==> config.mk <==
export PLATFORM = sky130hd
export DESIGN_NAME = inst_fetch_unit
export DESIGN_NICKNAME = d
export VERILOG_FILES = /design/src/rtl/inst_fetch_unit.sv
export SDC_FILE = /design/constraint.sdc
export NUM_CORES = 1
export LEC_CHECK = 0
export ABC_AREA = 0
export BUFFER_PORTS_ARGS = -buffer_cell sky130_fd_sc_hd__buf_2
export CAP_MARGIN = 10
export CELL_PAD_IN_SITES_DETAIL_PLACEMENT = 2
export CELL_PAD_IN_SITES_GLOBAL_PLACEMENT = 2
export CORE_UTILIZATION = 33
export DETAILED_ROUTE_END_ITERATION = 6
export PLACE_DENSITY_LB_ADDON = 0.12
export REMOVE_ABC_BUFFERS = 1
export SLEW_MARGIN = 5
export SYNTH_ARGS = -nofsm -noshare
export SYNTH_HDL_FRONTEND = slang
export SYNTH_SLANG_ARGS = --single-unit
==> constraint.sdc <==
create_clock -name clk -period 4.8 [get_ports clk]
set_input_delay 1.44 -clock clk [delete_from_list [all_inputs] [get_ports clk]]
set_output_delay 1.44 -clock clk [all_outputs]
set_load 0.02 [all_outputs]
==> src/rtl/inst_fetch_unit.sv <==
// Instruction fetch unit: two-entry fetch buffer in front of instruction memory,
// with demand fetch on a miss, optional next-word prefetch, and redirect draining.
module inst_fetch_unit #(
    parameter int ADDR_W      = 32,
    parameter int DATA_W      = 32,
    parameter int PREFETCH_EN = 1
) (
    input  logic              clk,
    input  logic              rst,
    input  logic [ADDR_W-1:0] pcf,
    input  logic              flush,
    output logic [DATA_W-1:0] inst,
    output logic              stall_f,
    output logic              mem_req,
    output logic [ADDR_W-1:0] mem_addr,
    input  logic              mem_ack,
    input  logic [DATA_W-1:0] mem_rdata
);

    typedef enum logic [1:0] {
        IDLE,
        DEMAND,
        PREFETCH,
        DRAIN
    } state_t;

    state_t            state, state_nxt;
    logic              req_nxt;
    logic [ADDR_W-1:0] addr_nxt;

    logic [1:0]        valid;
    logic [ADDR_W-1:0] tag  [2];
    logic [DATA_W-1:0] data [2];
    logic              fill_ptr;

    logic [ADDR_W-1:0] pcf_word;
    logic [ADDR_W-1:0] next_addr;
    logic              hit0, hit1, hit;
    logic              victim;
    logic              pf_buffered;
    logic              wr_en;

    // Lookup is purely combinational so a filled word is usable the cycle after its ack.
    always_comb begin
        pcf_word = pcf & ~ADDR_W'(3);
        hit0     = valid[0] && (tag[0] == pcf_word);
        hit1     = valid[1] && (tag[1] == pcf_word);
        hit      = hit0 || hit1;
        stall_f  = !hit;
        if (hit0)      inst = data[0];
        else if (hit1) inst = data[1];
        else           inst = '0;
    end

    // Never evict the word the processor is looking at; otherwise evict the older fill.
    always_comb begin
        if (hit0)      victim = 1'b1;
        else if (hit1) victim = 1'b0;
        else           victim = fill_ptr;
        next_addr   = mem_addr + ADDR_W'(4);
        pf_buffered = valid[~victim] && (tag[~victim] == next_addr);
    end

    // NOTE: every output of this block gets a default first, so no path can infer a latch.
    always_comb begin
        state_nxt = state;
        req_nxt   = mem_req;
        addr_nxt  = mem_addr;
        wr_en     = 1'b0;
        case (state)
            IDLE: begin
                if (!flush && !hit) begin
                    req_nxt   = 1'b1;
                    addr_nxt  = pcf_word;
                    state_nxt = DEMAND;
                end
            end
            DEMAND, PREFETCH: begin
                if (flush) begin
                    if (mem_ack) begin
                        req_nxt   = 1'b0;
                        state_nxt = IDLE;
                    end else begin
                        state_nxt = DRAIN;
                    end
                end else if (mem_ack) begin
                    wr_en = 1'b1;
                    if (state == DEMAND && PREFETCH_EN != 0 && !pf_buffered) begin
                        addr_nxt  = next_addr;
                        state_nxt = PREFETCH;
                    end else begin
                        req_nxt   = 1'b0;
                        state_nxt = IDLE;
                    end
                end
            end
            DRAIN: begin
                if (mem_ack) begin
                    req_nxt   = 1'b0;
                    state_nxt = IDLE;
                end
            end
            default: begin
                req_nxt   = 1'b0;
                state_nxt = IDLE;
            end
        endcase
    end

    // NOTE: sequential state uses non-blocking assignments so every register samples pre-edge values.
    always_ff @(posedge clk or negedge rst) begin
        if (!rst) begin
            state    <= IDLE;
            mem_req  <= 1'b0;
            mem_addr <= '0;
            valid    <= '0;
            fill_ptr <= 1'b0;
        end else begin
            state    <= state_nxt;
            mem_req  <= req_nxt;
            mem_addr <= addr_nxt;
            if (flush) begin
                valid <= '0;
            end else if (wr_en) begin
                valid[victim] <= 1'b1;
                fill_ptr      <= ~victim;
            end
        end
    end

    // NOTE: tag/data storage is not reset; the valid bits alone decide whether it is used.
    always_ff @(posedge clk) begin
        if (wr_en) begin
            tag[victim]  <= mem_addr;
            data[victim] <= mem_rdata;
        end
    end

endmodule

==> results of run 1 <==
## placed cells by master, fill, tap and decap left out, types with 8 or more instances in the layout
cell / count
nand2_2: 10
xor2_1: 43
buf_12: 14
nor3_1: 15
mux2i_1: 8
nand3_1: 44
edfxtp_1: 124
nor4_1: 15
nand4_1: 36
inv_1: 14
xnor2_1: 41
o21ai_0: 11
a21o_1: 12
nor2_1: 23
or4_4: 8
buf_2: 92
and3_1: 20
mux2_4: 10
nand2_4: 26
buf_6: 55
nand2b_1: 9
or3_1: 18
a21oi_1: 14
o21ai_1: 14
buf_4: 134
xnor2_2: 10
clkbuf_16: 21
dfrtp_1: 36
nand2_1: 58
o21ai_2: 30
## tightest hold or removal path, stage by stage, from the launching register on
cell     delay (ns)
dfrtp_1        0.38
nand2_1        0.06
o31ai_1        0.06
## worst max-delay path by stage
stage,cells after the start,to,startpoint
2_1_floorplan,5,data[1][0]$_DFFE_PP_,pcf[9]
3_3_place_gp,15,mem_addr[12]$_DFFE_PN0P_,pcf[11]
3_5_place_dp,13,mem_addr[20]$_DFFE_PN0P_,pcf[12]
4_1_cts,16,mem_addr[31]$_DFFE_PN0P_,pcf[12]
5_1_grt,17,mem_addr[20]$_DFFE_PN0P_,pcf[11]
6_report,17,mem_addr[20]$_DFFE_PN0P_,pcf[12]
## synth_stat cells (3+ instances only)
master / count
o21ai_0: 57
mux2_1: 6
mux2i_1: 8
a31oi_1: 4
or4_1: 9
nor4_1: 18
xnor2_1: 53
dfrtp_1: 36
nor2_1: 28
nand3_1: 50
edfxtp_1: 124
nand4_1: 36
inv_1: 14
buf_4: 3
or3_1: 20
o21ai_1: 3
nand4b_1: 4
o22ai_1: 5
nand2_1: 93
ha_1: 5
o311ai_0: 6
and3_1: 25
a21o_1: 12
mux2_2: 9
clkbuf_1: 37
xor2_1: 43
a21boi_0: 11
nor3_1: 16
buf_2: 5
a21oi_1: 17
a221o_1: 3
a22oi_1: 6
o31ai_1: 3
nand2b_1: 9
## flip-flops by register name (all words and copies together), names as in the netlist
name and flops:
mem_req 1, tag 60, mem_addr 30, fill_ptr 1, state 2, data 64
valid 2
## through the flow
| stage | hold slack, ns | setup TNS, ns | instances |
|---|---|---|---|
| floorplan | 0.472 | -265.77 | 767 |
| finish | 0.523 | -27.16 | 1438 |
| detailed placement | 0.522 | -50.03 | 1355 |
| global route | 0.576 | -28.98 | 1438 |
| CTS | 0.540 | -17.22 | 1408 |
| global placement | 0.490 | -42.99 | 1355 |
## what timing repair did
action / 4_1_cts / 5_1_grt
pin swaps: 30 / 58
gates resized for setup: 105 / 240
setup buffers: 16 / 32
endpoints found under the hold margin: 0 / 0
gates cloned: 6 / 5
endpoints found under the setup margin: 65 / 65
## cell type report
type                       count  area, µm²
sequential                   160       4620
timing repair buffer         309       2690
inverter                      14       52.6
fill                        2505      12500
multi-input combinational    593       4550
tap                          330        413
clock buffer                  17        425
clock inverter                15        186
## where the power goes
group	switching (µW)	leakage [µW]	internal, µW
clock network	716	0.000297	753
registers	411	0.00154	1870
logic	2240	0.00340	1600
## per-layer routing
metal | track usage (%) | wire length, µm | share of wire (%) | vias up
met4 | 13.3 | 1710 | 4.0 | 0
met5 | 0 | 0 | 0 | -
met3 | 4.14 | 2180 | 5.1 | 104
li1 | - | - | - | 3600
met2 | 51.8 | 21500 | 51 | 355
met1 | 36.4 | 17000 | 40 | 4376
## cells by family (layout without fill, tap and decap cells)
logic type / Yosys count / count (layout) / share of synthesized area [%]
xor gates and xnor gates: 96 / 96 / 9.72
buffers and inverters: 61 / 355 / 3.02
adders and majority gates: 5 / 5 / 0.723
DFF: 160 / 160 / 53.4
muxes: 23 / 23 / 2.88
and+or+nand+nor: 324 / 324 / 19.6
other: 1 / 2 / 0.0433
AOI/OAI and AO/OA: 143 / 143 / 10.6
==> results.json, run 1 <==
{
  "status": "finished, violations left",
  "failed_checks": "setup timing",
  "synth_area_mm2": 0.00865,
  "slowest_stage": "or4_4",
  "drtAntennaViolNets": 0,
  "synth_area_per_cell_um2": 10.6,
  "rr_worst_depth": 12,
  "die_y_um": 164,
  "cts.sinks": 160,
  "antenna_found_initial": 1,
  "grt_overflow": 0,
  "area_growth_syn_to_layout_pct": 49.6,
  "r2r-end": "mem_addr[20]$_DFFE_PN0P_",
  "synth-seq-cells": 160,
  "hpwl_mm": 25.3,
  "row_count": 58,
  "max_stage_delay_ns": 0.55,
  "crit_path_end_kind": "flip-flop",
  "finalSetupViolations": 65,
  "drv_cap": 0,
  "rsz0062_at_grt": "yes",
  "min_delay_worst_endpoint": "state[1]$_DFFE_PN0P_",
  "synth_flop_cell": "edfxtp_1",
  "async_reset_ff_share_pct": 22.5,
  "htreeDepth": 4,
  "worst-path-max-fanout": 14,
  "r2r_start": "mem_addr[8]$_DFFE_PN0P_",
  "synthTopCellsByArea": "edfxtp_1 43%, dfrtp_1 10%, xnor2_1 5.4%",
  "yosysTopAreaCellShare_pct": 43.0,
  "path_buf_inv": 6,
  "avgRoutedWirePerCell_um": 29.5,
  "clock_path_buffers": 2,
  "start_util_pct": 34.0,
  "placed_area_mm2": 0.0106,
  "via_count": 8435,
  "n_antenna_cell": 0,
  "drive_above_1_share_pct": 44.0,
  "clock_latency_ns": 0.45,
  "grt_pass1_wl_mm": 57.9,
  "pre_cts_ws_ns": -1.16,
  "routed_wl_mm": 42.4,
  "crit_chain": "buf_8 > buf_6 > xnor2_2 > nand4_1 > nor4_4 > buf_4 > nand4_1 > buf_4 > buf_6 > a21boi_0 > or3_1 > nand4b_1 > or4_4 > o41a_1 > a31oi_4 > buf_8 > mux2_4",
  "worstPathRequired_ns": 5.13,
  "period_share_pct": 112,
  "power_density_mw_per_mm2": 587,
  "dr.pass1.iters": 5,
  "coreArea_mm2": 0.0255,
  "worstHoldStart": "state[1]$_DFFE_PN0P_",
  "worstSetupPathType": "in2reg",
  "pin_count": 134,
  "path_delay_family": "simple AND/OR/NAND/NOR gates",
  "seq_area_frac_synth_pct": 53.4,
  "min_path_cells": 2,
  "peakVddDrop_mv": 0.321,
  "cts_made_buffers": 17,
  "die_x_um": 164,
  "arrival_ns": 5.72,
  "fin_crit_ns": 5.39,
  "finalPower_uw": 7590,
  "final_util_pct": 50.8,
  "grt_pass1_vias": 9082,
  "grt.total_usage_pct": 29.7,
  "start_kind": "input port",
  "synth_top_area_cell": "edfxtp_1",
  "finalMaxSlewViolations": 0,
  "setup_slack_ns": -0.592,
  "final_area_mm2": 0.0129,
  "ctsHoldBuffers": 0,
  "hold_viol": 0,
  "min_path_type": "reg2reg",
  "clock_skew_ns": 0.0158,
  "tightestPinTransition_ns": 1.13,
  "slew_headroom_pct": 25.0,
  "leakagePower_uw": 0.00524,
  "drtIter0Drc": 671,
  "synth_edf_count": 124,
  "tritoncts": "yes",
  "cts_root_buffer": "clkbuf_16",
  "via_per_inst": 5.87,
  "synth_cells": 813,
  "grt_max_degree": 45,
  "fp.dieArea_mm2": 0.0269,
  "fmaxAchievable_mhz": 185,
  "drc": 0,
  "r2r_slack_ns": -0.02,
  "fin_nets": 1168,
  "gp_congestion": 0.888,
  "clk_pin_slew_ns": 0.07,
  "synth_cell_types": 61,
  "port_buffers": 129,
  "ys.warnings.count": 0
}
Note: power is estimated with default switching activity, not from simulation.
==> run 2: changes to the inputs <==
--- a/config.mk
+++ b/config.mk
@@ -14,2 +14,3 @@
 export DETAILED_ROUTE_END_ITERATION = 6
+export MAX_ROUTING_LAYER = met4
 export PLACE_DENSITY_LB_ADDON = 0.12
--- a/constraint.sdc
+++ b/constraint.sdc
@@ -3,2 +3,2 @@
 set_output_delay 1.44 -clock clk [all_outputs]
-set_load 0.02 [all_outputs]
+set_load 0.1 [all_outputs]
==> run 2 against run 1 <==
The run still ends with setup timing left. Clock skew up 0.0023 ns. Wire length increased by 19%. First-iteration DRC count grew 20%. Global-route usage up 3.7 points. Die area stayed put. Critical path depth rose by 1. Final cell count up 1.6%. Critical path type unchanged. Critical endpoint is now mem_addr[23]$_DFFE_PN0P_. Largest cell class is now multi-input combinational cells.
==> results.json, run 2 (synthesis gave the netlist of run 1 again) <==
{
  "arrival_ns": 5.90,
  "via_per_inst": 6.25,
  "fin_nets": 1190,
  "cts.sinks": 160,
  "clock_path_buffers": 2,
  "rsz0062_at_grt": "yes",
  "avgRoutedWirePerCell_um": 34.5,
  "power_density_mw_per_mm2": 632,
  "grt_max_degree": 46,
  "tightestPinTransition_ns": 1.17,
  "grt_pass1_vias": 9288,
  "min_path_type": "reg2reg",
  "setup_slack_ns": -0.768,
  "drc": 0,
  "gp_congestion": 0.910,
  "antenna_found_initial": 2,
  "largest_reg_flops": 64,
  "peakVddDrop_mv": 0.371,
  "hold_viol": 0,
  "place_inst": 1347,
  "drv_cap": 0,
  "cts_root_buffer": "clkbuf_16",
  "row_count": 58,
  "worst-path-max-fanout": 7,
  "area_growth_syn_to_layout_pct": 62.8,
  "htreeDepth": 4,
  "cts_made_buffers": 17,
  "crit_path_end_kind": "flip-flop",
  "port_buffers": 129,
  "slew_headroom_pct": 22.1,
  "fin_crit_ns": 5.57,
  "fmaxAchievable_mhz": 180,
  "dr.pass1.iters": 6,
  "regMostFlops": "data",
  "status": "finished, violations left",
  "worstSetupPathType": "in2reg",
  "coreArea_mm2": 0.0255,
  "clock_skew_ns": 0.0181,
  "final_common_cell": "buf_4",
  "grt.total_usage_pct": 33.4,
  "clk_pin_slew_ns": 0.07,
  "start_util_pct": 34.0,
  "finalSetupViolations": 65,
  "clock_latency_ns": 0.46,
  "worstPathRequired_ns": 5.14,
  "pre_cts_ws_ns": -1.21,
  "ctsHoldBuffers": 0,
  "finalMaxSlewViolations": 0,
  "failed_checks": "setup timing",
  "routed_wl_mm": 50.4,
  "final_area_mm2": 0.0141,
  "drtIter0Drc": 802,
  "fin_hold_ws_ns": 0.523,
  "largest_registers": "data x64, tag x60, mem_addr x30",
  "tritoncts": "yes",
  "grt_pass1_wl_mm": 62.2,
  "final_cell_mix": "141 x buf_4, 124 x edfxtp_1, 89 x buf_2",
  "drtAntennaViolNets": 0,
  "start_kind": "input port",
  "finalPower_uw": 8910,
  "period_share_pct": 116,
  "fin_cells": 1461,
  "placed_area_mm2": 0.0111,
  "die_y_um": 164,
  "pin_count": 134,
  "leakagePower_uw": 0.00565,
  "hpwl_mm": 25.1,
  "fp.dieArea_mm2": 0.0269,
  "grt_overflow": 0,
  "die_x_um": 164,
  "via_count": 9134,
  "drive_above_1_share_pct": 48.3
}
[run 2: cell count changes in the layout (fill, tap and decap cells not counted), sizes merged]
cell / delta
buf: +23
clkinv: -3
bufbuf: -2
bufinv: +1
clkbuf: +1
clkinvlp: +1
diode: +1
inv: +1
[run 2: where the power goes]
group	leakage (µW)	internal, µW	switching [µW]
Clock	0.000296	796	719
Sequential	0.00154	1870	459
Combinational	0.00381	1790	3270
Total	0.00565	4470	4450
[run 2: worst paths after layout]
path	slack [ns]	cells past startpoint	start	endpoint
worst max-delay path	-0.77	18	pcf[29]	mem_addr[23]$_DFFE_PN0P_
worst min-delay path	0.52	2	state[1]$_DFFE_PN0P_	state[1]$_DFFE_PN0P_
worst max register to register	-0.67	13	mem_addr[9]$_DFFE_PN0P_	mem_addr[23]$_DFFE_PN0P_
worst min register to register	0.52	2	state[1]$_DFFE_PN0P_	state[1]$_DFFE_PN0P_
max in group asynchronous	2.86	1	rst	mem_addr[2]$_DFFE_PN0P_
min in group asynchronous	1.22	1	rst	mem_addr[16]$_DFFE_PN0P_
[run 2: what timing repair did]
action                     4_1_cts  5_1_grt
setup buffers                   42       34
resized for setup              224      171
setup endpoints to repair       65       65
gates cloned                     7        7
pin swaps                       65       77
[run 2: area by class of cell]
type / count / area [µm²]
timing repair buffer: 331 / 3320
tap: 330 / 413
clock inverter: 15 / 191
antenna: 1 / 2.50
fill: 2397 / 11400
inverter: 14 / 52.6
clock buffer: 17 / 425
multi-input combinational: 593 / 5060
sequential: 160 / 4620
[run 2: through the flow]
step | util, % | setup TNS [ns]
after floorplan | - | -321.55
after global placement | 43.4 | -48.79
after detailed placement | 43.4 | -53.02
after CTS | 50.9 | -11.12
after global routing | 55.3 | -39.84
final | 55.3 | -33.97
[run 2: per-layer routing]
layer / track usage [%] / vias to the layer above / routed length, µm
met5: - / - / 0
met4: 17.5 / 0 / 3530
met3: 5.96 / 206 / 3560
met2: 55.7 / 594 / 24700
met1: 38.3 / 4680 / 18500
li1: - / 3654 / -
[run 2: critical path: stages]
cell,delay (ns)
buf_4,0.13
xnor2_1,0.27
nand4_1,0.28
nor4_2,0.33
buf_4,0.17
nand4_1,0.16
buf_4,0.19
buf_6,0.14
buf_4,0.17
and3_1,0.21
o21ai_2,0.22
nand4_1,0.29
or4_4,0.56
o41a_1,0.47
a31oi_4,0.25
buf_6,0.15
buf_12,0.13
mux2_4,0.30
==> run 3: changes to the inputs <==
Settings changed: RECOVER_POWER from default to 100.
==> run 3 against run 2 <==
The flow finishes with violations (capacitance limit, slew limit, setup timing). Worst setup slack worse by 0.030 ns. Clock-buffer cell count stayed put. Register-to-register slack improved by 0.06 ns. Sequential power barely moved. Clock skew rose by 0.0016 ns. Design area fell by 0.59%. Hold slack is essentially flat. First-iteration DRC count fell by 17%. Wire length up 1.2%. Combinational power is essentially flat. Global-route usage is the same. Flip-flop and latch count stayed put. Highest routed layer unchanged.
==> results.json, run 3 (synthesis gave the netlist of run 1 again) <==
{
  "status": "finished, violations left",
  "failed_checks": "capacitance limit, slew limit, setup timing",
  "fmaxAchievable_mhz": 179,
  "tritoncts": "yes",
  "hpwl_mm": 25.1,
  "final_area_mm2": 0.0140,
  "via_per_inst": 6.21,
  "row_count": 58,
  "min_path_type": "reg2reg",
  "r2r_start": "mem_addr[5]$_DFFE_PN0P_",
  "avgRoutedWirePerCell_um": 34.9,
  "drtIter0Drc": 666,
  "finalSetupViolations": 65,
  "max_stage_delay_ns": 0.55,
  "die_x_um": 164,
  "min_path_cells": 2,
  "drv_cap": 1,
  "min_delay_worst_endpoint": "state[1]$_DFFE_PN0P_",
  "leakagePower_uw": 0.00549,
  "via_count": 9067,
  "gp_congestion": 0.910,
  "routed_wl_mm": 51.0,
  "grt_overflow": 0,
  "power_density_mw_per_mm2": 636,
  "area_growth_syn_to_layout_pct": 61.9,
  "arrival_ns": 5.94,
  "grt_max_degree": 46,
  "final_common_cell": "buf_4",
  "r2r_slack_ns": -0.61,
  "worstHoldStart": "state[1]$_DFFE_PN0P_",
  "die_y_um": 164,
  "largest_registers": "data x64, tag x60, mem_addr x30",
  "start_util_pct": 34.0,
  "peakVddDrop_mv": 0.363,
  "drc": 0,
  "cts_root_buffer": "clkbuf_16",
  "tightestPinTransition_ns": 2.86,
  "start_kind": "input port",
  "r2r-end": "mem_addr[23]$_DFFE_PN0P_",
  "finalMaxSlewViolations": 37,
  "antenna_found_initial": 2,
  "clock_skew_ns": 0.0197,
  "slowest_stage": "or4_4",
  "crit_top_cell": "buf_4",
  "fp.dieArea_mm2": 0.0269,
  "clock_latency_ns": 0.47,
  "drtAntennaViolNets": 0,
  "largest_reg_flops": 64,
  "ctsHoldBuffers": 0,
  "fin_nets": 1190,
  "clk_pin_slew_ns": 0.07,
  "cts_made_buffers": 17,
  "fin_hold_ws_ns": 0.523,
  "period_share_pct": 117,
  "hold_viol": 0,
  "slew_headroom_pct": -90.4,
  "regMostFlops": "data",
  "grt_pass1_vias": 9288,
  "worst-path-max-fanout": 7,
  "grt_pass1_wl_mm": 62.2,
  "cts.sinks": 160,
  "port_buffers": 129,
  "crit_chain": "buf_4 > xnor2_1 > nand4_1 > nor4_2 > buf_4 > nand4_1 > buf_4 > buf_6 > buf_4 > and3_1 > o21ai_2 > nand4_1 > or4_4 > o41a_1 > a31oi_4 > buf_6 > buf_12 > mux2_4",
  "placed_area_mm2": 0.0111,
  "clock_path_buffers": 2,
  "crit_path_end_kind": "flip-flop",
  "worstSetupPathType": "in2reg",
  "drive_above_1_share_pct": 43.4,
  "rsz0062_at_grt": "yes",
  "pin_count": 134,
  "fin_crit_ns": 5.60,
  "htreeDepth": 4,
  "dr.pass1.iters": 5,
  "worstPathRequired_ns": 5.14,
  "coreArea_mm2": 0.0255,
  "rr_worst_depth": 13,
  "grt.total_usage_pct": 33.4,
  "final_cell_mix": "136 x buf_4, 124 x edfxtp_1, 56 x clkbuf_1",
  "setup_slack_ns": -0.798,
  "final_util_pct": 55.0
}
run 3: cell types whose count changed in the layout (fill, tap and decap cells not counted), sizes merged:
| cell | previous run | this run |
|---|---|---|
| buf | 326 | 270 |
| clkbuf | 22 | 78 |
run 3: timing repair:
item,4_1_cts,5_1_grt
setup buffers,42,34
pin swaps,65,77
gates cloned,7,7
setup endpoints to repair,65,65
resized for setup,224,171
run 3: worst max path at each step:
| stage | from | end |
|---|---|---|
| 6_report | pcf[29] | mem_addr[23]$_DFFE_PN0P_ |
| 2_1_floorplan | pcf[31] | inst[0] |
| 3_5_place_dp | pcf[11] | mem_addr[13]$_DFFE_PN0P_ |
| 4_1_cts | pcf[11] | inst[22] |
| 3_3_place_gp | pcf[11] | mem_addr[13]$_DFFE_PN0P_ |
| 5_1_grt | pcf[29] | mem_addr[23]$_DFFE_PN0P_ |
run 3: layout make-up:
type                       count  area [µm²]
antenna                        1        2.50
clock buffer                  17         425
clock inverter                15         191
fill                        2422       11500
inverter                      14        52.6
multi-input combinational    593        5060
sequential                   160        4620
tap                          330         413
timing repair buffer         331        3240
run 3: through the flow:
step	power [µW]	TNS (ns)	worst slack, ns	instances
after CTS	8070	-11.12	-0.285	1423
after detailed placement	6030	-53.02	-1.21	1347
after floorplan	4470	-321.55	-2.17	767
after global routing	9080	-39.76	-0.892	1461
final	8910	-35.35	-0.798	1461
after global placement	5860	-48.79	-1.16	1347
run 3: critical path, delay by kind of cell:
kind	cells	cell delay [ns]
and+or+nand+nor	6	1.85
buffers and inverters	7	1.09
AOI/OAI and AO/OA	3	0.96
muxes	1	0.30
xor gates and xnor gates	1	0.26
run 3: where the power goes:
group          switching, µW  internal, µW  total [µW]
sequential               463          1880        2340
combinational           3300          1750        5050
clock                    723           795        1520
total                   4490          4420        8910
run 3: layer usage:
metal  vias to the layer above  track usage [%]  routed length [µm]
li1                       3640                -                   -
met1                      4652             38.3               18600
met2                       573             55.7               25100
met3                       202             5.96                3650
met4                         0             17.5                3560
met5                         -                -                   0
